--- src/rtl/cpu6_pipeline_drain_ctrl_if.sv ---
// Bus between the hazard unit's pipeline-drain responder and the E-stage/LSU side.
// The master is the pipeline side and the slave is the drain controller.
interface cpu6_pipeline_drain_ctrl_if #(
  parameter int unsigned XLEN = 32
);
  logic            empty_pipeline_reqE;
  logic [XLEN-1:0] pcE;
  logic            ex_stall;
  logic            redirect;
  logic            lsu_busy;
  logic            stall_fd;
  logic            flash_idex;
  logic            drain_busy;
  logic            drained;
  logic [XLEN-1:0] drained_pc;
  logic            drain_timeout;

  modport master (
    output empty_pipeline_reqE, pcE, ex_stall, redirect, lsu_busy,
    input  stall_fd, flash_idex, drain_busy, drained, drained_pc, drain_timeout
  );

  modport slave (
    input  empty_pipeline_reqE, pcE, ex_stall, redirect, lsu_busy,
    output stall_fd, flash_idex, drain_busy, drained, drained_pc, drain_timeout
  );
endinterface

--- src/rtl/cpu6_pipeline_drain_ctrl.sv ---
// Empty-pipeline responder: stalls F/D and flashes ID/EX until the stages after E and the LSU
// are quiet, then pulses drained; a later-stage redirect aborts the drain.
module cpu6_pipeline_drain_ctrl #(
  parameter int unsigned STAGES_AFTER_E = 2,
  parameter int unsigned CNT_W          = 2,
  parameter int unsigned TIMEOUT        = 64,
  parameter int unsigned TO_W           = 7,
  parameter int unsigned XLEN           = 32
) (
  input  logic                      clk,
  input  logic                      reset,
  cpu6_pipeline_drain_ctrl_if.slave bus
);

  typedef enum logic [1:0] {
    IDLE     = 2'd0,
    DRAIN    = 2'd1,
    WAIT_MEM = 2'd2,
    DONE     = 2'd3
  } state_t;

  state_t            state_q, state_d;
  logic [CNT_W-1:0]  cnt_q, cnt_d;
  logic [TO_W-1:0]   tcnt_q, tcnt_d;
  logic [XLEN-1:0]   drained_pc_q, drained_pc_d;

  logic accept;
  logic active;
  logic timeout_hit;

  // accept is gated by reset so the Mealy outputs also drop the instant reset rises
  assign accept      = (state_q == IDLE) & bus.empty_pipeline_reqE & ~bus.ex_stall
                       & ~bus.redirect & ~reset;
  assign active      = (state_q != IDLE);
  assign timeout_hit = (state_q == WAIT_MEM) & ~bus.redirect & bus.lsu_busy
                       & (tcnt_q == TO_W'(TIMEOUT - 1));

  // Redirect releases F/D at once so fetch can take the new PC, but keeps bubbling E
  assign bus.stall_fd      = accept | (active & ~bus.redirect & (state_q != DONE));
  assign bus.flash_idex    = accept | (active & ((state_q != DONE) | bus.redirect));
  assign bus.drain_busy    = active;
  assign bus.drained       = (state_q == DONE) & ~bus.redirect;
  assign bus.drain_timeout = timeout_hit;
  assign bus.drained_pc    = drained_pc_q;

  always_comb begin
    state_d      = state_q;
    cnt_d        = cnt_q;
    tcnt_d       = tcnt_q;
    drained_pc_d = drained_pc_q;

    if (active && bus.redirect) begin
      state_d = IDLE;
      cnt_d   = '0;
      tcnt_d  = '0;
    end else begin
      unique case (state_q)
        IDLE: begin
          if (accept) begin
            state_d      = DRAIN;
            cnt_d        = CNT_W'(STAGES_AFTER_E);
            drained_pc_d = bus.pcE;
          end
        end
        DRAIN: begin
          cnt_d = cnt_q - CNT_W'(1);
          if (cnt_q == CNT_W'(1)) begin
            tcnt_d  = '0;
            state_d = bus.lsu_busy ? WAIT_MEM : DONE;
          end
        end
        WAIT_MEM: begin
          if (!bus.lsu_busy) begin
            state_d = DONE;
            tcnt_d  = '0;
          end else if (timeout_hit) begin
            state_d = IDLE;
            tcnt_d  = '0;
          end else begin
            tcnt_d = tcnt_q + TO_W'(1);
          end
        end
        DONE: begin
          state_d = IDLE;
          cnt_d   = '0;
          tcnt_d  = '0;
        end
        default: state_d = IDLE;
      endcase
    end
  end

  always_ff @(posedge clk or posedge reset) begin
    if (reset) begin
      state_q      <= IDLE;
      cnt_q        <= '0;
      tcnt_q       <= '0;
      drained_pc_q <= '0;
    end else begin
      state_q      <= state_d;
      cnt_q        <= cnt_d;
      tcnt_q       <= tcnt_d;
      drained_pc_q <= drained_pc_d;
    end
  end

endmodule

--- src/flat_wrapper.sv ---
// flat-port wrapper written by rule: the top's interface ports become plain ports
module cpu6_pipeline_drain_ctrl_flat 
#(
  parameter int unsigned STAGES_AFTER_E = 2,
  parameter int unsigned CNT_W          = 2,
  parameter int unsigned TIMEOUT        = 64,
  parameter int unsigned TO_W           = 7,
  parameter int unsigned XLEN           = 32
)
  (clk, reset, bus_empty_pipeline_reqE, bus_pcE, bus_ex_stall, bus_redirect, bus_lsu_busy, bus_stall_fd, bus_flash_idex, bus_drain_busy, bus_drained, bus_drained_pc, bus_drain_timeout);
  cpu6_pipeline_drain_ctrl_if #(.XLEN(XLEN)) bus_i ();
  input  logic clk;
  input  logic reset;
  input wire logic [$bits(bus_i.empty_pipeline_reqE)-1:0] bus_empty_pipeline_reqE;
  input wire logic [$bits(bus_i.pcE)-1:0] bus_pcE;
  input wire logic [$bits(bus_i.ex_stall)-1:0] bus_ex_stall;
  input wire logic [$bits(bus_i.redirect)-1:0] bus_redirect;
  input wire logic [$bits(bus_i.lsu_busy)-1:0] bus_lsu_busy;
  output wire logic [$bits(bus_i.stall_fd)-1:0] bus_stall_fd;
  output wire logic [$bits(bus_i.flash_idex)-1:0] bus_flash_idex;
  output wire logic [$bits(bus_i.drain_busy)-1:0] bus_drain_busy;
  output wire logic [$bits(bus_i.drained)-1:0] bus_drained;
  output wire logic [$bits(bus_i.drained_pc)-1:0] bus_drained_pc;
  output wire logic [$bits(bus_i.drain_timeout)-1:0] bus_drain_timeout;
  assign bus_i.empty_pipeline_reqE = bus_empty_pipeline_reqE;
  assign bus_i.pcE = bus_pcE;
  assign bus_i.ex_stall = bus_ex_stall;
  assign bus_i.redirect = bus_redirect;
  assign bus_i.lsu_busy = bus_lsu_busy;
  assign bus_stall_fd = bus_i.stall_fd;
  assign bus_flash_idex = bus_i.flash_idex;
  assign bus_drain_busy = bus_i.drain_busy;
  assign bus_drained = bus_i.drained;
  assign bus_drained_pc = bus_i.drained_pc;
  assign bus_drain_timeout = bus_i.drain_timeout;
  cpu6_pipeline_drain_ctrl #(.STAGES_AFTER_E(STAGES_AFTER_E), .CNT_W(CNT_W), .TIMEOUT(TIMEOUT), .TO_W(TO_W), .XLEN(XLEN)) u_core (.clk(clk), .reset(reset), .bus(bus_i));
endmodule
--- config.mk ---
export PLATFORM = sky130hd
export DESIGN_NAME = cpu6_pipeline_drain_ctrl_flat
export DESIGN_NICKNAME = d
export VERILOG_FILES = /design/src/rtl/cpu6_pipeline_drain_ctrl_if.sv /design/src/rtl/cpu6_pipeline_drain_ctrl.sv /design/src/flat_wrapper.sv
export SDC_FILE = /design/constraint.sdc
export NUM_CORES = 1
export LEC_CHECK = 0
export CORE_MARGIN = 10
export CORE_UTILIZATION = 45
export CTS_BUF_LIST = sky130_fd_sc_hd__clkbuf_8
export CTS_CLUSTER_DIAMETER = 60
export DETAILED_ROUTE_END_ITERATION = 8
export DONT_BUFFER_PORTS = 1
export GPL_TIMING_DRIVEN = 0
export PLACE_DENSITY_LB_ADDON = 0.08
export SLEW_MARGIN = 20
export SYNTH_ARGS = -nofsm -noshare
export SYNTH_HDL_FRONTEND = slang
export SYNTH_SLANG_ARGS = --single-unit
--- constraint.sdc ---
create_clock -name clk -period 1.5 [get_ports clk]
set_input_delay 0.15 -clock clk [delete_from_list [all_inputs] [get_ports clk]]
set_output_delay 0.15 -clock clk [all_outputs]
set_load 0.02 [all_outputs]
==> results of run 1 <==
==> repair_timing <==
action / in CTS / in global routing
pin swaps: 3 / 4
hold endpoints to repair: 34 / 14
gates resized for setup: 13 / 10
buffers inserted: 2 / 1
hold buffers: 13 / 14
endpoints found under the setup margin: 41 / 42
==> sequential cells by signal (all words and copies together), names as in the netlist <==
register               count
u_core.tcnt_q              7
u_core.cnt_q               2
u_core.bus.drained_pc     32
u_core.state_q             2
==> cells in the mapped netlist, drive strengths merged, types with 3 or more instances <==
cell / number / area (µm²)
dfrtp: 43 / 1080
mux2: 32 / 473
inv: 8 / 30.0
o21ai: 7 / 35.0
nand2: 6 / 25.0
buf: 5 / 50.0
nand3: 4 / 20.0
nor2: 3 / 11.3
nor2b: 3 / 18.8
==> layout make-up <==
class	instances	area (µm²)	share of cell area (%)
clock buffer	5	68.8	2.66
sequential	43	1080	41.7
multi-input combinational	86	943	36.5
tap	52	65.1	2.52
inverter	9	35.0	1.36
buffer	6	63.8	2.47
timing repair buffer	30	313	12.1
clock inverter	3	16.3	0.630
==> routing by layer <==
layer	up-vias	share of wire [%]	global-route usage, %
li1	589	-	-
met1	635	39	14.0
met2	44	51	19.3
met3	8	8.2	5.62
met4	0	1.7	4.12
met5	-	0	0
==> worst reg2reg max path, cell delays in order (launching register included) <==
cell,delay [ns]
dfrtp_2,0.48
nor2_1,0.21
nand2_2,0.16
buf_6,0.21
mux2_4,0.31
==> cells by family (layout without fill, tap and decap cells) <==
kind of cell,Yosys count,count (layout),synth area share (%)
AO/OA/AOI/OAI,23,23,7.90
multiplexers,34,34,24.5
buffers and inverters,16,53,4.54
flip-flops,43,43,53.5
adder cells (fa/ha/maj),2,2,1.24
XOR/XNOR,1,1,0.435
AND/OR/NAND/NOR,26,26,7.90
==> path summary, 6_finish.rpt <==
kind	from	slack, ns	cells past startpoint	end
min reg2reg	u_core.tcnt_q[4]	0.53	1	u_core.tcnt_q[4]
max reg2reg	u_core.state_q[1]	0.02	4	u_core.bus.drained_pc[12]
min	bus_pcE[25]	0.009	1	u_core.bus.drained_pc[25]
max	u_core.tcnt_q[0]	-0.27	3	bus_drain_timeout
min in group asynchronous	reset	0.37	2	u_core.cnt_q[1]
max in group asynchronous	reset	0.65	3	u_core.bus.drained_pc[22]
==> per-stage QoR <==
stage / cell area, µm² / power [µW]
floorplan: 2040 / 3440
CTS: 2390 / 4550
global route: 2580 / 4820
global placement: 2100 / 3680
detailed placement: 2130 / 3730
finish: 2580 / 4550
==> power by group through the flow <==
| stage | sequential [µW] | combinational, µW | clock [µW] |
|---|---|---|---|
| 6_report | 2600 | 1250 | 699 |
| 3_5_place_dp | 2620 | 1110 | 0 |
| 5_1_grt | 2680 | 1370 | 775 |
| 3_3_place_gp | 2600 | 1070 | 0 |
| 4_1_cts | 2620 | 1200 | 732 |
| 2_1_floorplan | 2460 | 978 | 0 |
==> metrics.yaml, run 1 <==
outcome:
  status: "finished with violations"
  violations: "setup timing"
worst_setup_path:
  setup.worst_path.start_class: "flip-flop"
  crit_arrival_ns: 1.62
  crit_chain: "ha_1 -> nand3_4 -> nor4_4"
  cp_max_fo: 5
  cp_slowest_cell: "nor4_4"
  cp.required_ns: 1.35
  cp-end-kind: "output port"
  crit_type: "flip-flop to output port"
  path_buf_inv: 0
  cp_top_family: "simple AND/OR/NAND/NOR gates"
  cpPeakStageDelay_ns: 0.46
clock_network:
  cts_buffer_depth: 2
  cts_root_buffer: "clkbuf_8"
  numCtsBuffers: 5
  path_clk_slew_ns: 0.08
  cts_sinks: 43
  cts_max_level: 2
  clk_latency_ns: 0.29
  cts_tree: "done"
synth:
  syn_inst: 145
  ys_warn_count: 0
  synth_ff_type: "dfrtp_1"
  synth.avg_cell_area_um2: 13.9
  syn_area_mm2: 0.00201
  synth_seq_cells: 43
  synth.distinct_cells: 37
  synth-async-reset-ratio_pct: 100
  synth_fp_nets: 185
  synth_edf_count: 0
  seq_area_frac_synth_pct: 53.5
finish:
  antenna_cells: 0
  layout.nets: 221
  drive_above_1_share_pct: 36.3
  final_cell_mix: "42 x dfrtp_1, 30 x mux2_4, 27 x dlygate4sd3_1, 6 x inv_1, 6 x clkbuf_8"
  final_common_cell: "dfrtp_1"
  fill_cells: 334
  final_cells: 234
  fin_util_pct: 59.3
  synthToLayoutAreaGrowth_pct: 28.4
timing:
  max_slew_margin_pct: 63.5
  max_freq_mhz: 564
  skew_ns: 0.00678
  drv_slew: 0
  rsz0062_at_grt: "yes"
  worstMarginPinSlew_ns: 0.546
  setup_tns_ns: -0.431
  setup_viol: 3
  fin_hold_ws_ns: 0.00950
  fin_crit_sh_pct: 118
  finalHoldViolations: 0
  setup_ws_ns: -0.273
  fin_crit_ns: 1.77
global_route:
  grt_pass1_wl_um: 7350
  grt_max_degree: 24
  grt_overflow: 0
  antenna_found_initial: 0
  track_usage_pct: 12.1
  first_global_vias: 1318
power:
  peakVddDrop_uv: 514
  p_leak_uw: 0.00122
  intPower_uw: 2760
  power.density_mw_per_mm2: 1760
  p_sw_uw: 1790
  clock_power_share_pct: 15.4
  seq_power_share_pct: 57.2
  swShare_pct: 39.4
  power.share.combinational_pct: 27.5
placement:
  dpl_worst_slack_ns: -0.281
  gp_congestion: 0.853
  dp_cells: 198
  port_buffers: 0
  dp_hpwl_um: 3350
floorplanning:
  initial_core_util_pct: 46.2
  core.rowCount: 24
  die_h_um: 86.9
  dieWidth_um: 86.9
  die_area_mm2: 0.00755
  core_mm2: 0.00435
  ios: 75
route:
  dr.first_iter.drc_count: 56
  vias_per_cell: 5.45
  dr.pass1.iters: 4
  wl_per_cell_um: 20.0
  wl_um: 4690
  via_count: 1276
  antenna_left: 0
  drc: 0
hold_path:
  holdCritPathClass: "input pin to flip-flop"
job:
  cap_violations: 0
(Power assumes the default switching activity.)
==> inputs of run 2 (changes only) <==
Settings changed: CORE_UTILIZATION 45 to 55.
==> run 2 against run 1 <==
Effect of this change: total power rose by 7.0%; the flow still finishes with violations (setup timing); cell count is the same; largest cell class unchanged; flip-flop and latch count stayed put; first-iteration DRC count grew 13%; sequential share of layout area shrank 1.3 points; sequential power about the same; combinational power rose by 14%; maximum frequency up 4.4%; final area grew 3.2%; non-clock buffer count up 7; count of clock-buffer cells in the layout stayed put; clock power rose by 21%.
==> metrics.yaml, run 2 (synthesis results as in run 1) <==
outcome:
  status: "finished with violations"
  violations: "setup timing"
clock_network:
  path_clk_slew_ns: 0.07  # about the same
  cts_sinks: 43  # unchanged
  cts_max_level: 2  # unchanged
  numCtsBuffers: 5  # unchanged
  cts_tree: "done"
  clk_latency_ns: 0.29  # about the same
  cts_buffer_depth: 2  # unchanged
  cts_root_buffer: "clkbuf_8"
timing:
  fin_crit_ns: 1.70  # -0.0746 ns
  drv_slew: 0  # unchanged
  fin_crit_sh_pct: 113  # -5.0 points
  skew_ns: 0.00267  # -0.00411 ns
  rsz0062_at_grt: "yes"
  max_freq_mhz: 589  # +4.4%
  setup_viol: 3  # unchanged
  finalHoldViolations: 0  # unchanged
  fin_hold_ws_ns: 0.0122  # +0.00269 ns
  worstMarginPinSlew_ns: 0.471  # -0.0751 ns
  max_slew_margin_pct: 68.5  # +4.9 points
  setup_ws_ns: -0.198  # +0.0746 ns
worst_setup_path:
  cp.required_ns: 1.35  # about the same
  cpPeakStageDelay_ns: 0.39  # -0.07 ns
  cp-end-kind: "output port"
  crit_type: "flip-flop to output port"
  cp_max_fo: 2  # -3
  crit_chain: "clkbuf_8 -> nor4bb_2 -> buf_4 -> inv_2 -> nor4_4"
  setup.worst_path.start_class: "flip-flop"
  cp_slowest_cell: "dfrtp_1"
  crit_arrival_ns: 1.55  # -0.07 ns
job:
  cap_violations: 0  # unchanged
placement:
  port_buffers: 0  # unchanged
  dp_hpwl_um: 3310  # -1.1%
  gp_congestion: 0.760  # -11%
route:
  wl_per_cell_um: 20.8  # +3.9%
  wl_um: 4870  # +3.9%
  antenna_left: 0  # unchanged
  dr.first_iter.drc_count: 63  # +13%
  via_count: 1336  # +4.7%
  dr.pass1.iters: 4  # unchanged
  drc: 0  # unchanged
  vias_per_cell: 5.71  # +4.7%
floorplanning:
  ios: 75  # unchanged
  die_h_um: 80.5  # -7.4%
  die_area_mm2: 0.00648  # -14%
  dieWidth_um: 80.5  # -7.4%
  initial_core_util_pct: 58.5  # +12 points
  core.rowCount: 21  # -13%
  core_mm2: 0.00344  # -21%
finish:
  multi_input_area_um2: 941  # -0.27%
  drive_above_1_share_pct: 37.8  # +1.5 points
  layout.nets: 228  # +3.2%
  antenna_cells: 0  # unchanged
  regArea_mm2: 0.00108  # unchanged
  synthToLayoutAreaGrowth_pct: 32.5
  fill_cells: 196  # -41%
  fin_util_pct: 77.4  # +18 points
  final_common_cell: "dfrtp_1"
  final_cell_mix: "42 x dfrtp_1, 30 x mux2_4, 29 x dlygate4sd3_1, 7 x buf_4"
  largest_register_ffs: 32  # unchanged
global_route:
  track_usage_pct: 15.0  # +2.9 points
  first_global_vias: 1348  # +2.3%
  grt_pass1_wl_um: 7600  # +3.4%
  grt_max_degree: 36  # +50%
  antenna_found_initial: 0  # unchanged
  grt_overflow: 0  # unchanged
power:
  intPower_uw: 3020  # +9.7%
  p_sw_uw: 1850  # +2.9%
  swShare_pct: 37.9  # -1.5 points
  power.share.combinational_pct: 29.2  # +1.7 points
  peakVddDrop_uv: 1010  # +97%
  p_leak_uw: 0.00127  # +4.1%
  clock_power_share_pct: 17.3  # +1.9 points
  seq_power_share_pct: 53.5  # -3.7 points
  power.density_mw_per_mm2: 1830  # +3.7%
hold_path:
  holdCritPathClass: "input pin to flip-flop"
## run 2: cell types whose count changed in the layout (fill, tap and decap cells not counted), moves of 2 or more
cell,previous run,this run
buf_4,2,7
buf_12,0,2
clkinv_2,2,0
dlygate4sd3_1,27,29
## run 2: per-layer routing
metal  track usage, %  wire length [µm]  vias up
met5                0                 0        -
met4             4.75                57        0
met3             7.46               598        7
met2             22.5              2250       61
met1             18.3              1960      663
li1                 -                 -      605
## run 2: power by group through the flow
| stage | Sequential [µW] | Clock (µW) | Combinational [µW] |
|---|---|---|---|
| 5_1_grt | 2690 | 912 | 1540 |
| 4_1_cts | 2610 | 876 | 1230 |
| 3_5_place_dp | 2620 | 0 | 1110 |
| 2_1_floorplan | 2460 | 0 | 978 |
| 3_3_place_gp | 2600 | 0 | 1070 |
| 6_report | 2600 | 844 | 1420 |
## run 2: through the flow
stage / instances / area, µm² / total power (µW) / worst slack (ns) / setup TNS [ns]
2_1_floorplan: 145 / 2040 / 3440 / 0.0281 / 0
3_3_place_gp: 191 / 2100 / 3670 / -0.202 / -3.57
3_5_place_dp: 192 / 2120 / 3730 / -0.227 / -3.29
4_1_cts: 225 / 2520 / 4720 / -0.338 / -0.596
5_1_grt: 234 / 2670 / 5140 / -0.280 / -0.686
6_report: 234 / 2670 / 4870 / -0.198 / -0.348
## run 2: critical path: cells and delay by family, from the launching register on
kind,cells,cell delay (ns)
buf+inv,3,0.34
flops,1,0.39
simple gates,2,0.53
## run 2: final timing paths
check / startpoint / end / slack (ns) / depth (start not counted)
min: bus_pcE[8] / u_core.bus.drained_pc[8] / 0.01 / 1
min in group asynchronous: reset / u_core.bus.drained_pc[29] / 0.22 / 2
min reg2reg: u_core.tcnt_q[0] / u_core.tcnt_q[0] / 0.55 / 1
max reg2reg: u_core.state_q[0] / u_core.state_q[0] / 0.05 / 6
max in group asynchronous: reset / u_core.bus.drained_pc[12] / 0.84 / 3
max: u_core.state_q[0] / bus_drain_timeout / -0.20 / 5
## run 2: final cells by class
| cell class | instances | share of cell area, % |
|---|---|---|
| multi-input cells | 86 | 35.3 |
| clock buffers | 5 | 2.58 |
| inverters | 9 | 1.55 |
| clock inverters | 2 | 1.27 |
| repair buffers | 37 | 13.9 |
| plain buffers | 6 | 2.82 |
| flip-flops and latches | 43 | 40.4 |
| well taps | 46 | 2.16 |
## run 2: what timing repair did
action	in CTS	in global routing
setup buffers	2	6
endpoints found under the setup margin	40	42
hold buffers	25	4
gates resized for setup	14	19
pin swaps	2	6
hold endpoints to repair	67	4
cloned	0	0
==> inputs of run 3 (changes only) <==
Clock period 1.5 ns to 1.85 ns, I/O delays scaled along.
==> run 3 against run 2 <==
Effect of this change: the flow now finishes without violations; worst setup slack better by 0.23 ns; cell count is 12% lower; utilization fell by 11 points; critical path depth decreased by 1; critical endpoint unchanged; largest cell class unchanged; highest routed layer unchanged.
==> metrics.yaml, run 3 (synthesis results as in run 1) <==
power:
  peakVddDrop_uv: 761  # -25%
  power.share.combinational_pct: 25.7  # -3.5 points
  power.density_mw_per_mm2: 1580  # -13%
  seq_power_share_pct: 58.4  # +4.9 points
  p_sw_uw: 1420  # -23%
  intPower_uw: 2180  # -28%
  clock_power_share_pct: 15.9  # -1.4 points
  swShare_pct: 39.5  # +1.6 points
  p_leak_uw: 0.00111  # -13%
worst_setup_path:
  cpPeakStageDelay_ns: 0.44  # +0.05 ns
  cp-end-kind: "output port"
  cp.required_ns: 1.66  # +0.31 ns
  cp_slowest_cell: "dfrtp_2"
  crit_arrival_ns: 1.64  # +0.09 ns
  cp_max_fo: 4  # +2
  crit_type: "flip-flop to output port"
  setup.worst_path.start_class: "flip-flop"
  crit_chain: "nor4bb_2 -> buf_4 -> inv_4 -> nor4_4"
  cp_top_family: "simple AND/OR/NAND/NOR gates"
  path_buf_inv: 2  # -1
finish:
  final_cell_mix: "41 x dfrtp_1, 30 x mux2_4, 7 x inv_1, 7 x buf_4, 6 x o21ai_0"
  final_common_cell: "dfrtp_1"
  design_area_mm2: 0.00227  # -15%
  layout.nets: 198  # -13%
  largest_register_ffs: 32  # unchanged
  synthToLayoutAreaGrowth_pct: 13.0
  fin_util_pct: 66.0  # -11 points
  antenna_cells: 0  # unchanged
  drive_above_1_share_pct: 40.3  # +2.5 points
timing:
  setup_ws_ns: 0.0298  # +0.228 ns
  skew_ns: 0.00747  # +0.00480 ns
  drv_slew: 0  # unchanged
  setup_viol: 0  # -3
  worstMarginPinSlew_ns: 0.483  # +0.0115 ns
  finalHoldViolations: 0  # unchanged
  fin_crit_ns: 1.82
  rsz0062_at_grt: "yes"
  max_freq_mhz: 549
  fin_crit_sh_pct: 98.4
  setup_tns_ns: 0  # +0.348 ns
  max_slew_margin_pct: 67.5  # -0.97 points
placement:
  dpl-instance-area_mm2: 0.00210  # -0.95%
  dpl_worst_slack_ns: -0.226  # +0.000889 ns
  dp_hpwl_um: 3270  # -1.3%
  port_buffers: 0  # unchanged
  gp_congestion: 0.760  # about the same
floorplanning:
  ios: 75  # unchanged
  dieWidth_um: 80.5  # unchanged
  initial_core_util_pct: 58.5  # unchanged
  core.rowCount: 21  # unchanged
  core_mm2: 0.00344  # unchanged
  die_h_um: 80.5  # unchanged
  die_area_mm2: 0.00648  # unchanged
route:
  dr.pass1.iters: 4  # unchanged
  antenna_left: 0  # unchanged
  vias_per_cell: 5.86  # +2.6%
  wl_um: 4510  # -7.5%
  wl_per_cell_um: 22.0  # +5.6%
  via_count: 1201  # -10%
  dr.first_iter.drc_count: 32  # -49%
  drc: 0  # unchanged
global_route:
  grt_max_degree: 33  # -8.3%
  first_global_vias: 1197  # -11%
  track_usage_pct: 13.2  # -1.7 points
  antenna_found_initial: 0  # unchanged
  grt_pass1_wl_um: 6640  # -13%
  grt_overflow: 0  # unchanged
outcome:
  status: "finished, final reports clean"
clock_network:
  cts_max_level: 2  # unchanged
  clk_latency_ns: 0.29  # about the same
  path_clk_slew_ns: 0.08  # about the same
  cts_root_buffer: "clkbuf_8"
  cts_buffer_depth: 2  # unchanged
  numCtsBuffers: 5  # unchanged
  cts_tree: "done"
  cts_sinks: 43  # unchanged
hold_path:
  holdCritPathClass: "input pin to flip-flop"
job:
  cap_violations: 0  # unchanged
[run 3: timing repair]
action,4_1_cts,5_1_grt
endpoints found under the hold margin,11,0
pin swaps,1,2
endpoints found under the setup margin,4,4
hold buffers,1,0
resized for setup,7,6
buffers inserted,0,6
[run 3: area by class of cell]
cell class,count,area [µm²]
fillers,256,1170
inverters,9,37.5
plain buffers,5,52.6
multi-input cells,86,887
flip-flops and latches,43,1080
repair buffers,8,75.1
clock inverters,3,16.3
well taps,46,57.6
clock buffers,5,68.8
[run 3: final timing paths]
| check | cells past startpoint | end | slack (ns) | startpoint |
|---|---|---|---|---|
| max reg2reg | 5 | u_core.bus.drained_pc[21] | 0.26 | u_core.state_q[0] |
| max in group asynchronous | 3 | u_core.state_q[0] | 1.10 | reset |
| min in group asynchronous | 2 | u_core.tcnt_q[6] | 0.28 | reset |
| min reg2reg | 1 | u_core.tcnt_q[0] | 0.55 | u_core.tcnt_q[0] |
| min | 1 | u_core.bus.drained_pc[16] | 0.03 | bus_pcE[16] |
| max | 4 | bus_drain_timeout | 0.03 | u_core.state_q[0] |
[run 3: per-stage QoR]
stage | hold slack (ns) | power, µW | cells
floorplan | 0.334 | 2780 | 145
CTS | 0.0199 | 3600 | 199
global placement | 0.337 | 2960 | 191
detailed placement | 0.0322 | 3010 | 192
global route | 0.0215 | 3800 | 205
finish | 0.0311 | 3600 | 205
[run 3: power groups by stage]
stage	clock, µW	combinational, µW	sequential (µW)
2_1_floorplan	0	786	1990
3_3_place_gp	0	859	2100
3_5_place_dp	0	887	2120
4_1_cts	592	876	2140
5_1_grt	620	1010	2170
6_report	574	926	2100
[run 3: layer usage]
metal	GRT usage [%]	wire length, µm
met1	17.0	2020
met5	0	0
met4	5.11	75
met3	7.91	527
met2	17.5	1880
